===== src/rtl/commit_pkg.sv =====
// Shared types and field positions for the commit stage: the writeCommit bus layout,
// store-queue entry format and recovery FSM states.
package commit_pkg;

    localparam int WIDTH    = 31;
    localparam int CONTROL  = 5;
    localparam int INDEX    = 7;
    localparam int ROB      = 2;
    localparam int SQ_DEPTH = 4;

    localparam int CI_BRANCH   = 0;
    localparam int CI_JUMP     = 1;
    localparam int CI_MEMWRITE = 2;
    localparam int CI_REGWRITE = 3;

    localparam int CF_RESET     = 0;
    localparam int CF_TAKEN     = 1;
    localparam int CF_WRITEBTB  = 2;
    localparam int CF_NEXT_LO   = 3;
    localparam int CF_NEXT_HI   = 4;
    localparam int CF_ISCONTROL = 5;

    localparam logic [WIDTH:0] ZERO_WORD = {(WIDTH+1){1'b0}};

    typedef enum logic {
        RUN   = 1'b0,
        FLUSH = 1'b1
    } commit_state_t;

    typedef struct packed {
        logic [WIDTH:0] addr;
        logic [WIDTH:0] data;
    } sq_entry_t;

    typedef struct packed {
        logic             validCommit;
        logic [WIDTH:0]   result;
        logic [WIDTH:0]   destCommit;
        logic [3:0]       commitInfo;
        logic [CONTROL:0] controlFlow;
        logic [WIDTH:0]   targetAddress;
        logic [WIDTH:0]   oldPC;
        logic [INDEX:0]   previousIndex;
        logic [WIDTH:0]   statusSnap;
    } commit_bus_t;

endpackage


===== src/rtl/commit_store_queue.sv =====
// Committed-store FIFO: stores leave the ROB here and drain to data memory at the
// memory's pace. Also holds the overflow checker used by the commit unit.
module commit_store_queue
    import commit_pkg::*;
#(
    parameter int DEPTH = SQ_DEPTH,
    localparam int PW = $clog2(DEPTH)
)(
    input  logic      clk,
    input  logic      reset,
    input  logic      enq,
    input  sq_entry_t enqData,
    input  logic      deq,
    output sq_entry_t head,
    output logic [PW:0] count,
    output logic      full,
    output logic      empty
);

    localparam logic [PW:0] DEPTH_C = (PW+1)'(DEPTH);

    sq_entry_t       entries_r [DEPTH];
    logic [PW-1:0]   wrPtr_r;
    logic [PW-1:0]   rdPtr_r;
    logic [PW:0]     count_r;
    logic            doEnq_s;
    logic            doDeq_s;

    // Status flags, qualified handshakes and head presentation
    always_comb begin
        full    = (count_r == DEPTH_C);
        empty   = (count_r == {(PW+1){1'b0}});
        doEnq_s = enq & ~full;
        doDeq_s = deq & ~empty;
        count   = count_r;
        if (empty) begin
            head = '{addr: ZERO_WORD, data: ZERO_WORD};
        end else begin
            head = entries_r[rdPtr_r];
        end
    end

    // Pointers wrap naturally because DEPTH is a power of two
    always_ff @(posedge clk) begin
        if (!reset) begin
            wrPtr_r <= {PW{1'b0}};
            rdPtr_r <= {PW{1'b0}};
            count_r <= {(PW+1){1'b0}};
        end else begin
            if (doEnq_s) wrPtr_r <= wrPtr_r + PW'(1'b1);
            if (doDeq_s) rdPtr_r <= rdPtr_r + PW'(1'b1);
            case ({doEnq_s, doDeq_s})
                2'b10:   count_r <= count_r + (PW+1)'(1'b1);
                2'b01:   count_r <= count_r - (PW+1)'(1'b1);
                default: count_r <= count_r;
            endcase
        end
    end

    // Entry storage; contents are don't-care while the slot is unoccupied
    always_ff @(posedge clk) begin
        if (doEnq_s) entries_r[wrPtr_r] <= enqData;
    end

endmodule

module commit_sq_checker (
    input logic clk,
    input logic reset,
    input logic enq,
    input logic full
);

    // A store arriving at a full queue means the stall slack was not honoured
    sqOverflow: assert property (@(posedge clk) disable iff (!reset) !(enq && full));

endmodule


===== src/rtl/commit_unit.sv =====
// Receive end of the ROB commit bus: applies register writes, store release,
// predictor/BTB update and misprediction recovery, all through output registers.
module commit_unit
    import commit_pkg::*;
#(
    parameter int QUEUE_DEPTH = SQ_DEPTH
)(
    input  logic              clk,
    input  logic              reset,
    input  commit_bus_t       commit,
    input  logic [ROB:0]      commit_rob,
    output logic              rf_we,
    output logic [4:0]        rf_addr,
    output logic [WIDTH:0]    rf_data,
    output logic [ROB:0]      rf_tag,
    output logic              mem_valid,
    input  logic              mem_ready,
    output logic [WIDTH:0]    mem_addr,
    output logic [WIDTH:0]    mem_data,
    output logic              commit_stall,
    output logic              pred_update,
    output logic [INDEX:0]    pht_index,
    output logic [1:0]        pht_state,
    output logic              pht_taken,
    output logic              btb_we,
    output logic [WIDTH:0]    btb_pc,
    output logic [WIDTH:0]    btb_target,
    output logic              cpu_reset,
    output logic              prior_commit,
    output logic              redirect_valid,
    output logic [WIDTH:0]    redirect_pc,
    output logic              status_restore,
    output logic [WIDTH:0]    status_snap,
    output logic [31:0]       retire_count
);

    localparam int CW = $clog2(QUEUE_DEPTH) + 1;
    localparam logic [CW-1:0] STALL_LEVEL = CW'(QUEUE_DEPTH - 1);

    commit_state_t   state_r;
    commit_state_t   stateNext_s;
    logic            accept_s;
    logic            regWrite_s;
    logic            storeReq_s;
    logic            ctrlUpdate_s;
    logic            mispredict_s;
    logic            sqEnq_s;
    logic            sqDeq_s;
    logic            sqFull_s;
    logic            sqEmpty_s;
    logic [CW-1:0]   sqCount_s;
    logic [CW-1:0]   sqLevel_s;
    sq_entry_t       sqHead_s;
    sq_entry_t       sqEnqData_s;
    logic            unusedInfo_s;

    assign unusedInfo_s = ^{commit.commitInfo[CI_JUMP], commit.commitInfo[CI_BRANCH]};

    // Commit acceptance and field decode; nothing is accepted during the flush cycle
    always_comb begin
        if (state_r == RUN) begin
            accept_s = commit.validCommit;
        end else begin
            accept_s = 1'b0;
        end
        regWrite_s   = accept_s & commit.commitInfo[CI_REGWRITE]
                     & (commit.destCommit[4:0] != 5'd0);
        storeReq_s   = accept_s & commit.commitInfo[CI_MEMWRITE];
        ctrlUpdate_s = accept_s & commit.controlFlow[CF_ISCONTROL];
        mispredict_s = accept_s & commit.controlFlow[CF_RESET];
        sqEnqData_s  = '{addr: commit.destCommit, data: commit.result};
    end

    // Store-queue handshakes and the occupancy the queue will hold after this edge
    always_comb begin
        sqEnq_s   = storeReq_s & ~sqFull_s;
        sqDeq_s   = ~sqEmpty_s & mem_ready;
        sqLevel_s = sqCount_s + CW'(sqEnq_s) - CW'(sqDeq_s);
    end

    // Recovery FSM next state: FLUSH always lasts exactly one cycle
    always_comb begin
        stateNext_s = state_r;
        case (state_r)
            RUN: begin
                if (mispredict_s) begin
                    stateNext_s = FLUSH;
                end else begin
                    stateNext_s = RUN;
                end
            end
            FLUSH:   stateNext_s = RUN;
            default: stateNext_s = RUN;
        endcase
    end

    // Recovery FSM state register
    always_ff @(posedge clk) begin
        if (!reset) begin
            state_r <= RUN;
        end else begin
            state_r <= stateNext_s;
        end
    end

    // Side-effect output registers; payload fields are zeroed when their strobe is idle
    always_ff @(posedge clk) begin
        if (!reset) begin
            rf_we          <= 1'b0;
            rf_addr        <= 5'd0;
            rf_data        <= ZERO_WORD;
            rf_tag         <= {(ROB+1){1'b0}};
            pred_update    <= 1'b0;
            pht_index      <= {(INDEX+1){1'b0}};
            pht_state      <= 2'd0;
            pht_taken      <= 1'b0;
            btb_we         <= 1'b0;
            btb_pc         <= ZERO_WORD;
            btb_target     <= ZERO_WORD;
            cpu_reset      <= 1'b0;
            prior_commit   <= 1'b0;
            redirect_valid <= 1'b0;
            redirect_pc    <= ZERO_WORD;
            status_restore <= 1'b0;
            status_snap    <= ZERO_WORD;
            retire_count   <= 32'd0;
            commit_stall   <= 1'b0;
        end else begin
            rf_we          <= regWrite_s;
            rf_addr        <= regWrite_s ? commit.destCommit[4:0] : 5'd0;
            rf_data        <= regWrite_s ? commit.result : ZERO_WORD;
            rf_tag         <= regWrite_s ? commit_rob : {(ROB+1){1'b0}};
            pred_update    <= ctrlUpdate_s;
            pht_index      <= ctrlUpdate_s ? commit.previousIndex : {(INDEX+1){1'b0}};
            pht_state      <= ctrlUpdate_s ? commit.controlFlow[CF_NEXT_HI:CF_NEXT_LO] : 2'd0;
            pht_taken      <= ctrlUpdate_s & commit.controlFlow[CF_TAKEN];
            btb_we         <= ctrlUpdate_s & commit.controlFlow[CF_WRITEBTB];
            btb_pc         <= ctrlUpdate_s ? commit.oldPC : ZERO_WORD;
            btb_target     <= ctrlUpdate_s ? commit.targetAddress : ZERO_WORD;
            cpu_reset      <= mispredict_s;
            prior_commit   <= accept_s;
            redirect_valid <= mispredict_s;
            redirect_pc    <= mispredict_s ? commit.targetAddress : ZERO_WORD;
            status_restore <= mispredict_s;
            status_snap    <= mispredict_s ? commit.statusSnap : ZERO_WORD;
            retire_count   <= retire_count + {31'd0, accept_s};
            commit_stall   <= (sqLevel_s >= STALL_LEVEL);
        end
    end

    commit_store_queue #(.DEPTH(QUEUE_DEPTH)) u_sq (
        .clk     (clk),
        .reset   (reset),
        .enq     (sqEnq_s),
        .enqData (sqEnqData_s),
        .deq     (sqDeq_s),
        .head    (sqHead_s),
        .count   (sqCount_s),
        .full    (sqFull_s),
        .empty   (sqEmpty_s)
    );

    commit_sq_checker u_sqChk (
        .clk   (clk),
        .reset (reset),
        .enq   (storeReq_s),
        .full  (sqFull_s)
    );

    assign mem_valid = ~sqEmpty_s;
    assign mem_addr  = sqHead_s.addr;
    assign mem_data  = sqHead_s.data;

endmodule


===== config.mk =====
export PLATFORM = sky130hd
export DESIGN_NAME = commit_unit
export DESIGN_NICKNAME = d
export VERILOG_FILES = /design/src/rtl/commit_pkg.sv /design/src/rtl/commit_store_queue.sv /design/src/rtl/commit_unit.sv
export SDC_FILE = /design/constraint.sdc
export NUM_CORES = 1
export LEC_CHECK = 0
export BUFFER_PORTS_ARGS = -buffer_cell sky130_fd_sc_hd__buf_2
export CORE_AREA = 3 3 183 185
export CTS_BUF_LIST = sky130_fd_sc_hd__clkbuf_4 sky130_fd_sc_hd__clkbuf_8 sky130_fd_sc_hd__clkbuf_16
export CTS_CLUSTER_DIAMETER = 50
export DETAILED_ROUTE_END_ITERATION = 10
export DIE_AREA = 0 0 186 188
export PLACE_DENSITY = 0.8
export SETUP_SLACK_MARGIN = 0.02
export SYNTH_ARGS = -nofsm -noshare
export SYNTH_HDL_FRONTEND = slang
export SYNTH_HIERARCHICAL = 1
export SYNTH_SLANG_ARGS = --single-unit

===== constraint.sdc =====
create_clock -name clk -period 7.9 [get_ports clk]
set_clock_uncertainty 0.1 [all_clocks]
set_input_delay 0.79 -clock clk [delete_from_list [all_inputs] [get_ports clk]]
set_output_delay 0.79 -clock clk [all_outputs]
set_load 0.005 [all_outputs]

## Yosys cells after proc, flatten, opt, wreduce, memory -nomap -nowiden

Memories as Yosys holds them, arrays and structs flattened. A register that Yosys moved wholly into a read port is not among the register bits.
Cells that the tools add are included.

| word-level totals | value |
|---|---|
| register bits after elaboration | 225 |
| bits in writable memories | 256 |
| input port bits | 185 |
| output and inout bits | 284 |
| word-level logic and storage cells | 62 |
| memories | 1 |

Memories:

| memory | depth | width | rd ports | clocked after memory_dff | write ports | line | source |
|---|---|---|---|---|---|---|---|
| u_sq.entries_r | 4 | 64 | 1 | 1 | 1 | commit_store_queue.sv:22 | `sq_entry_t entries_r [DEPTH];` |

| cells by class | value |
|---|---|
| add/subtract/negate cells | 7 |
| $lt $le $gt $ge | 1 |
| equal/unequal tests | 3 |
| multiplexer cells | 9 |
| bitwise logic cells | 14 |
| reduce and logical (&&, ||, !) cells | 6 |

Operator list:

| operator | number |
|---|---|
| $mux W64 | 1 |
| $add A32 B1 Y32 | 1 |
| $and A1 B1 Y1 | 11 |
| $pmux W3 S2 | 1 |
| $reduce_and A2 Y1 | 3 |
| $reduce_bool A5 Y1 | 1 |
| $add A2 B1 Y2 const B | 2 |
| $mux W1 | 4 |
| $mux W2 | 2 |
| $add A3 B1 Y3 | 1 |
| $add A3 B1 Y3 const B | 1 |
| $eq A3 B3 Y1 const B | 1 |
| $ge A3 B2 Y1 const B | 1 |
| $logic_not A3 Y1 | 1 |
| $not A1 Y1 | 3 |
| $sub A3 B1 Y3 | 1 |
| $sub A3 B1 Y3 const B | 1 |
| $eq A2 B1 Y1 const B | 1 |
| $eq A2 B2 Y1 const B | 1 |
| $pmux W1 S2 | 1 |
| $reduce_bool A2 Y1 | 1 |

## Logic depth before layout (Yosys ltp)

Gate-level depths: netlist of the first run.

| logic depth | value |
|---|---|
| word-level depth | 6 |
| mapped depth | 11 |
| depth with buffers taken out | 10 |

## Modules after synthesis

Netlist of the first run, hierarchy kept.

Modules (own cells, without submodules):

| module | instances | cells an instance | area each (µm²) | seq. area each (µm²) |
|---|---|---|---|---|
| commit_store_queue | 1 | 459 | 10174.8 | 7867.5 |
| commit_unit | 1 | 601 | 6681.4 | 4364.2 |

## Least setup slack after synthesis of the first run

OpenSTA, ideal clock, no wires.

| timing path | value |
|---|---|
| path type | in2reg |
| start | input commit[178] in the netlist's numbering |
| end | memory u_sq/entries_r[0][0] in the netlist's numbering (enable) |
| library setup time | 0.429 ns |
| arrival | 3.002 ns |
| data required time | 7.371 ns |
| setup slack | 4.369 ns |
| stages on the path | 5 |
| buffers on the path | 1 |
| cells stage by stage | nor2b_1 -> and3b_1 -> nor2b_1 -> clkbuf_1 -> and2_1 |

| on the way | value |
|---|---|
| longest elaborated chain between the ends | 6 |

RTL lines:

| item | line | source |
|---|---|---|
| start: declaration | commit_unit.sv:10 | `input commit_bus_t commit,` |
| $mux W1 | commit_unit.sv:61 | `if (state_r == RUN) begin` |
| $and A1 B1 Y1 | commit_unit.sv:68 | `storeReq_s = accept_s & commit.commitInfo[CI_MEMWRITE];` |
| $and A1 B1 Y1 | commit_unit.sv:76 | `sqEnq_s = storeReq_s & ~sqFull_s;` |
| named net sqEnq_s | commit_unit.sv:47 | `logic sqEnq_s;` |
| $and A1 B1 Y1 | commit_store_queue.sv:33 | `doEnq_s = enq & ~full;` |
| $mux W1 | commit_store_queue.sv:62 | `if (doEnq_s) entries_r[wrPtr_r] <= enqData;` |
| $mux W1 (not written as such) | commit_store_queue.sv:62 |  |
| end: declaration | commit_store_queue.sv:22 |  |

The timed path passes the listed nets, and every way through them passes these cells.

==> results of run 1 <==
per-stage QoR:
stage	util (%)	hold WS, ns	cell area [sq um]
2_1_floorplan	-	0.359	16900
3_3_place_gp	60.3	0.354	19400
3_5_place_dp	60.3	0.368	19400
4_1_cts	65.4	0.314	21100
5_1_grt	65.4	0.331	21100
6_report	65.4	0.338	21100
layout make-up:
class	instances	share of cell area, %
Sequential cell	483	58.1
Inverter	17	0.303
Multi-Input combinational cell	489	20.1
Antenna cell	5	0.0594
Tap cell	408	2.42
Clock buffer	72	6.93
Timing Repair Buffer	470	11.2
Clock inverter	18	0.926
layer usage:
metal	track usage [%]	vias up
met5	0	-
met4	9.05	2
met3	5.96	96
met2	37.9	392
met1	26.8	5129
li1	-	4823
worst max-delay path: stages, from the launching register on:
cell and delay [ns]:
dfxtp_4 0.64, buf_4 0.77, mux4_2 0.63, and2b_1 0.17, buf_2 0.14
worst min-delay path by stage:
stage | startpoint | end | slack (ns) | cells past startpoint
floorplan | retire_count[31]$_SDFF_PN0_ | retire_count[31]$_SDFF_PN0_ | 0.36 | 2
CTS | commit_rob[0] | rf_tag[0]$_SDFF_PN0_ | 0.31 | 2
detailed placement | retire_count[31]$_SDFF_PN0_ | retire_count[31]$_SDFF_PN0_ | 0.37 | 2
finish | commit_rob[0] | rf_tag[0]$_SDFF_PN0_ | 0.34 | 2
global route | commit[138] | u_sq/entries_r[1][56]$_DFFE_PP_ | 0.33 | 1
global placement | retire_count[31]$_SDFF_PN0_ | retire_count[31]$_SDFF_PN0_ | 0.35 | 2
placed cells by master, fill, tap and decap left out, drive strengths merged, types with 17 or more instances in the layout:
| cell type | count |
|---|---|
| and2 | 49 |
| edfxtp | 256 |
| nor2b | 62 |
| nand2 | 20 |
| and3 | 146 |
| a21oi | 17 |
| clkbuf | 72 |
| inv | 19 |
| mux4 | 64 |
| buf | 470 |
| dfxtp | 227 |
cell families after synthesis:
family,count (synthesis),synth area share (%)
compound gates,45,1.65
xor+xnor,15,0.779
fa+ha+maj,11,0.906
buf+inv,88,2.45
flops,483,72.6
mux,67,8.73
simple gates,351,12.9
flip-flops by register name, summed over array words and instances (netlist names), named ones only:
register / count
btb_we: 1
prior_commit: 1
btb_pc: 32
status_restore: 1
rf_addr: 5
state_r: 1
rf_we: 1
u_sq/entries_r: 256
u_sq/wrPtr_r: 2
btb_target: 32
rf_data: 32
commit_stall: 1
pht_state: 2
pred_update: 1
redirect_pc: 32
rf_tag: 3
status_snap: 32
pht_index: 8
pht_taken: 1
retire_count: 32
u_sq/rdPtr_r: 2
u_sq/count: 3
synthesized netlist by cell type (3+ instances only):
| cell | count | share of area [%] |
|---|---|---|
| and3_1 | 146 | 5.4 |
| xor2_1 | 5 | 0.26 |
| nand2_1 | 20 | 0.45 |
| or3_1 | 7 | 0.26 |
| buf_4 | 3 | 0.13 |
| nand3_1 | 7 | 0.21 |
| nor4_1 | 5 | 0.19 |
| o21ai_0 | 9 | 0.27 |
| a21oi_1 | 17 | 0.50 |
| mux2i_1 | 3 | 0.18 |
| nor2b_1 | 62 | 2.3 |
| nand4_1 | 8 | 0.30 |
| buf_2 | 8 | 0.24 |
| and2b_1 | 6 | 0.27 |
| dfxtp_1 | 227 | 27 |
| inv_1 | 16 | 0.36 |
| o31ai_1 | 11 | 0.49 |
| and4_1 | 4 | 0.21 |
| clkbuf_1 | 50 | 1.1 |
| or4_1 | 11 | 0.49 |
| xnor2_1 | 10 | 0.52 |
| nor3_1 | 4 | 0.12 |
| mux4_2 | 64 | 8.6 |
| ha_1 | 9 | 0.67 |
| nor2_1 | 12 | 0.27 |
| and2_1 | 49 | 1.8 |
| buf_6 | 8 | 0.53 |
| edfxtp_1 | 256 | 46 |
power groups by stage:
stage          sequential, mW  clock, mW  combinational, mW
3_3_place_gp             2.77          0              0.328
3_5_place_dp             2.78          0              0.334
2_1_floorplan            2.78          0              0.160
4_1_cts                  2.72       2.33              0.336
5_1_grt                  2.73       2.45              0.366
6_report                 2.72       2.30              0.331
==> results.py, run 1 <==
metrics = {
    "sta": {
        "tns_ns": 0,
        "max_clock_freq_mhz": 259,
        "fin_ws_ns": 4.05,
        "rsz0062_at_grt": "false",
        "worstMarginPinSlew_ns": 1.09,
        "final.min_clock_period_ns": 3.85,
        "relSlewSlack_pct": 27.2,
        "finalCritPeriodShare_pct": 48.8,
        "drv_slew": 0,
        "finalHoldViolCount": 0,
        "finalSetupViolations": 0,
    },
    "global_routing": {
        "grt_pass1_wl_um": 60100,
        "grt_max_degree": 102,
        "overflow": 0,
        "antenna_found_initial": 7,
        "grt_pass1_vias": 10800,
        "track_usage_pct": 22.2,
    },
    "power_and_ir_drop": {
        "switchingPower_mw": 1.13,
        "switching_share_pct": 21.2,
        "p_int_mw": 4.21,
        "power.total_mw": 5.35,
        "vdd_drop_max_v": 0.000194,
        "p_per_area_mw_per_mm2": 254,
        "p_leak_nw": 9.05,
        "seq_power_share_pct": 50.9,
        "combPwrFrac_pct": 6.2,
        "clock_power_share_pct": 42.9,
    },
    "layout": {
        "areaGrowthSynthToFinish_pct": 25.0,
        "final_cells": 1962,
        "final-seq-area_sq_mm": 0.0122,
        "multiInputGateArea_sq_mm": 0.00423,
        "nets": 1706,
        "nFillCells": 2258,
        "drive_above_1_share_pct": 40.9,
    },
    "clocking": {
        "cts_sinks": 483,
        "ctsHoldBuffers": 0,
        "path_clk_slew_ns": 0.06,
        "cts-htree-levels": 2,
        "cts_tree": "done",
        "root_buffer": "clkbuf_16",
        "post_cts_buffers": 0,
        "worstSkewPairLatency_ns": 0.54,
        "cts_buffers": 49,
        "cts_max_path_buffers": 3,
        "postCtsResizedCells": 0,
    },
    "die": {
        "row_count": 66,
        "ioPinCount": 469,
        "die_area_sq_mm": 0.0350,
        "core-area_sq_mm": 0.0322,
        "start_util_pct": 52.3,
        "chipHeight_um": 188,
        "die_w_um": 186,
    },
    "routing": {
        "wl_met3_um": 2930,
        "vias_per_cell": 5.32,
        "vias": 10400,
        "firstDrtPassIters": 5,
        "highest_layer": "met5",
        "antenna_left": 0,
        "wl_per_cell_um": 20.4,
        "wirelength_um": 39900,
        "dr_wl_met2_um": 20400,
        "remaining_drc_errors": 0,
        "drt_iter0_markers": 662,
        "wl_met1_um": 15100,
    },
    "synth": {
        "synth_edf_count": 256,
        "synth_seq_area_share_pct": 72.6,
        "ys_ff_latch": 483,
        "avgSynthCellArea_sq_um": 15.9,
        "synth_fp_nets": 1256,
        "syn_area_sq_mm": 0.0169,
        "yosys.cell_types.count": 46,
        "synth_flop_cell": "edfxtp_1",
        "synth_cells": 1060,
        "synthArstFlopShare_pct": 0,
        "synth_warnings": 6,
    },
    "critical_path": {
        "r2r-start": "u_sq/count[1]$_SDFFE_PN0P_",
        "ff2ff_setup_slack_ns": 4.86,
        "regToRegEndpoint": "commit_stall$_SDFF_PN0_",
        "cp_max_fo": 42,
        "worst_ep_required_time_ns": 7.01,
        "end_kind": "output pin",
        "r2r_cells": 10,
        "timing_worst_setup_path_type": "flip-flop to output pin",
        "cp-start-kind": "flip-flop",
        "worstPathArrival_ns": 2.96,
        "crit_path_end": "mem_addr[3]",
    },
    "placed_design": {
        "gp_congestion": 0.875,
        "place_hpwl_um": 26000,
        "port_buffers": 466,
        "place_ws_ns": 4.57,
        "dp_cells": 1867,
    },
    "min_path": {
        "hold_path_class": "input pin to flip-flop",
    },
    "run_status": {
        "status": "complete, no violations",
    },
    "run": {
        "drv_cap": 0,
    },
}
(Power assumes the default switching activity.)
==> run 2: changes to the inputs <==
--- a/config.mk
+++ b/config.mk
@@ -5,13 +5,15 @@
 export SDC_FILE = /design/constraint.sdc
 export NUM_CORES = 1
 export LEC_CHECK = 0
+export ABC_AREA = 1
 export BUFFER_PORTS_ARGS = -buffer_cell sky130_fd_sc_hd__buf_2
-export CORE_AREA = 3 3 183 185
+export CORE_ASPECT_RATIO = 1.4
+export CORE_MARGIN = 3
+export CORE_UTILIZATION = 52
 export CTS_BUF_LIST = sky130_fd_sc_hd__clkbuf_4 sky130_fd_sc_hd__clkbuf_8 sky130_fd_sc_hd__clkbuf_16
 export CTS_CLUSTER_DIAMETER = 50
 export DETAILED_ROUTE_END_ITERATION = 10
-export DIE_AREA = 0 0 186 188
-export PLACE_DENSITY = 0.8
+export PLACE_DENSITY = 0.79
 export SETUP_SLACK_MARGIN = 0.02
 export SYNTH_ARGS = -nofsm -noshare
 export SYNTH_HDL_FRONTEND = slang
==> constraint.sdc (replaced) <==
create_clock -name clk -period 3.57 [get_ports clk]
set_clock_uncertainty 0.1 [all_clocks]
set_input_delay 0.357 -clock clk [delete_from_list [all_inputs] [get_ports clk]]
set_output_delay 0.357 -clock clk [all_outputs]
set_load 0.005 [all_outputs]
==> run 2 against run 1 <==
  * Cell count up 40%
  * Combinational power rose to 4.0 times the previous value
  * Via count up 37%
  * First-iteration DRC count up 66%
  * Global-route usage up 6.7 points
  * Design area up 10%
  * Sequential power up 120%
  * Hold slack worse by 0.28 ns
  * Synthesized cell count up 55%
  * Largest power group unchanged
  * Highest routed layer unchanged
==> results.py, run 2 <==
metrics = {
    "run_status": {
        "status": "complete, no violations",
    },
    "global_routing": {
        "grt_pass1_wl_um": 80500,
        "use_met2_pct": 50.0,
        "track_usage_pct": 28.9,
        "antenna_found_initial": 5,
        "grt_max_degree": 129,
        "overflow": 0,
        "grtUsageMet3_pct": 6.53,
        "use_met1_pct": 32.9,
        "top_usage_layer": "met2",
        "grt_pass1_vias": 14600,
    },
    "synth": {
        "yosysTopAreaCell": "edfxtp_1",
        "ys_ff_latch": 483,
        "synth_fp_nets": 1843,
        "synthArstFlopShare_pct": 0,
        "synth_flop_cell": "edfxtp_1",
        "syn_area_sq_mm": 0.0174,
        "synth_top_area_share_pct": 44.2,
        "synth_common_cells": "nor2_1, edfxtp_1, dfxtp_1",
        "synth_cells": 1647,
        "synth_area_leaders": "edfxtp_1, dfxtp_1, nor2_1, inv_1, o21ai_0",
        "synth_seq_area_share_pct": 70.3,
        "synth_edf_count": 256,
        "synth_warnings": 6,
        "yosys.cell_types.count": 29,
        "yosysMostFrequentCell": "nor2_1",
        "avgSynthCellArea_sq_um": 10.6,
    },
    "sta": {
        "worstMarginPinSlew_ns": 1.05,
        "tns_ns": 0,
        "whs_ns": 0.0595,
        "fin_ws_ns": 0.525,
        "final.min_clock_period_ns": 3.05,
        "relSlewSlack_pct": 30.0,
        "finalHoldViolCount": 0,
        "drv_slew": 0,
        "rsz0062_at_grt": "false",
        "finalCritPeriodShare_pct": 85.3,
        "finalSetupViolations": 0,
        "max_clock_freq_mhz": 328,
    },
    "layout": {
        "largest_register": "u_sq/entries_r",
        "nFillCells": 2085,
        "final-seq-area_sq_mm": 0.0122,
        "drive_above_1_share_pct": 25.6,
        "largest_register_ffs": 256,
        "areaGrowthSynthToFinish_pct": 33.7,
        "multiInputGateArea_sq_mm": 0.00397,
        "final_cells": 2753,
        "nets": 2474,
        "final_common_cell": "nor2_1",
        "final_cell_mix": "nor2_1, buf_2, edfxtp_1",
    },
    "power_and_ir_drop": {
        "p_per_area_mw_per_mm2": 525,
        "p_leak_nw": 10.6,
        "power.total_mw": 12.2,
        "vdd_drop_max_v": 0.000365,
    },
    "critical_path": {
        "r2r-start": "u_sq/count[1]$_SDFFE_PN0P_",
        "end_kind": "output pin",
        "cp_slowest_cell": "dfxtp_2",
        "ff2ff_setup_slack_ns": 1.00,
        "cp-start-kind": "flip-flop",
        "r2r_cells": 7,
        "critical_path_buf_inv_count": 3,
        "cp_max_fo": 45,
        "path_depth": 6,
        "timing_worst_setup_path_type": "flip-flop to output pin",
        "regToRegEndpoint": "u_sq/entries_r[1][38]$_DFFE_PP_",
        "worst_ep_required_time_ns": 3.11,
        "cp_cell_sequence": "inv_2, buf_12, nor2_1, o21ai_0, a21oi_1, buf_2",
        "crit_family": "buffers and inverters",
        "critPathMaxStageDelay_ns": 0.67,
        "worstPathArrival_ns": 2.59,
        "crit_path_end": "mem_data[10]",
    },
    "placed_design": {
        "dp_cells": 2497,
        "port_buffers": 466,
        "place_ws_ns": 0.964,
        "gp_congestion": 0.957,
        "place_hpwl_um": 32100,
    },
    "routing": {
        "drt_iter0_markers": 1100,
        "antenna_left": 0,
        "vias": 14300,
        "firstDrtPassIters": 5,
        "wl_per_cell_um": 19.5,
        "remaining_drc_errors": 0,
        "wirelength_um": 53600,
        "vias_per_cell": 5.18,
    },
    "clocking": {
        "root_buffer": "clkbuf_16",
        "cts_buffers": 44,
        "post_cts_buffers": 0,
        "cts_max_path_buffers": 3,
        "cts-htree-levels": 2,
        "cts_sinks": 483,
        "path_clk_slew_ns": 0.07,
        "worstSkewPairLatency_ns": 0.55,
        "ctsHoldBuffers": 175,
        "postCtsResizedCells": 0,
        "cts_tree": "done",
    },
    "die": {
        "chipHeight_um": 222,
        "core-area_sq_mm": 0.0327,
        "row_count": 78,
        "die_w_um": 161,
        "die_area_sq_mm": 0.0357,
        "ioPinCount": 469,
        "start_util_pct": 53.2,
    },
    "run": {
        "drv_cap": 0,
    },
    "min_path": {
        "hold_path_class": "input pin to flip-flop",
    },
}
## run 2: cell types whose count changed after synthesis, moves of 15 or more
cell      before  now
and2_1        49    2
nor2b_1       62    0
nand2_1       20   89
a21oi_1       17   90
mux4_2        64    0
nand3_1        7   22
o21ai_0        9  126
buf_2          8   26
clkbuf_1      50   13
nor2_1        12  508
and3_1       146    1
inv_1         16  198
## run 2: report_power, final
group / internal [mW] / leakage, nW / total [mW] / switching, mW
Sequential: 5.99 / 4.17 / 6.04 / 0.0496
Combinational: 0.527 / 5.73 / 1.33 / 0.805
Clock: 2.85 / 0.741 / 4.85 / 2.00
Total: 9.36 / 10.6 / 12.2 / 2.85
## run 2: worst register-to-register path, delay by kind of cell (launching register included)
kind	cells	cell delay [ns]
and+or+nand+nor	5	1.31
DFF	1	0.41
buffers and inverters	2	0.38
## run 2: how the worst min path moves through the flow
stage | from | to | slack (ns) | depth (start not counted)
2_1_floorplan | commit[146] | u_sq/entries_r[0][0]$_DFFE_PP_ | 0.36 | 0
3_3_place_gp | u_sq/rdPtr_r[1]$_SDFFE_PN0P_ | flip-flop | 0.39 | 2
3_5_place_dp | retire_count[31]$_SDFF_PN0_ | retire_count[31]$_SDFF_PN0_ | 0.40 | 2
4_1_cts | commit[109] | btb_target[28]$_SDFF_PN0_ | 0.03 | 3
5_1_grt | commit[109] | btb_target[7]$_SDFF_PN0_ | 0.1 | 3
6_report | commit[109] | btb_target[7]$_SDFF_PN0_ | 0.06 | 3
## run 2: cell type report
| cell class | instances | share of cell area [%] |
|---|---|---|
| diodes | 2 | 0.0215 |
| repair buffers | 657 | 18.3 |
| multi-input cells | 889 | 17.0 |
| inverters | 203 | 3.28 |
| well taps | 440 | 2.36 |
| flip-flops and latches | 483 | 52.6 |
| clock inverters | 17 | 0.801 |
| clock buffers | 62 | 5.62 |
## run 2: cells by family (layout without fill, tap and decap cells)
kind of cell             Yosys count  count (layout)  synth area share, %
AND/OR/NAND/NOR                  646             646                 14.9
adder cells (fa/ha/maj)           11              11                0.877
buffers and inverters            275             939                 7.15
AO/OA/AOI/OAI                    228             228                 6.58
other                              0               2                    0
XOR/XNOR                           4               4                0.201
flip-flops                       483             483                 70.3
## run 2: metal layers
metal,wire length [um],vias to the layer above,share of wire [%]
li1,-,6517,-
met1,19100,6727,36
met2,26800,806,50
met3,4250,200,7.9
met4,3390,6,6.3
met5,41,-,0.076
## run 2: metrics by stage
stage | util, % | instance area, sq um
final | 71.2 | 23300
after global routing | 71.2 | 23300
after CTS | 71.2 | 23300
after detailed placement | 61.3 | 20000
after global placement | 61.3 | 20000
after floorplan | - | 17400
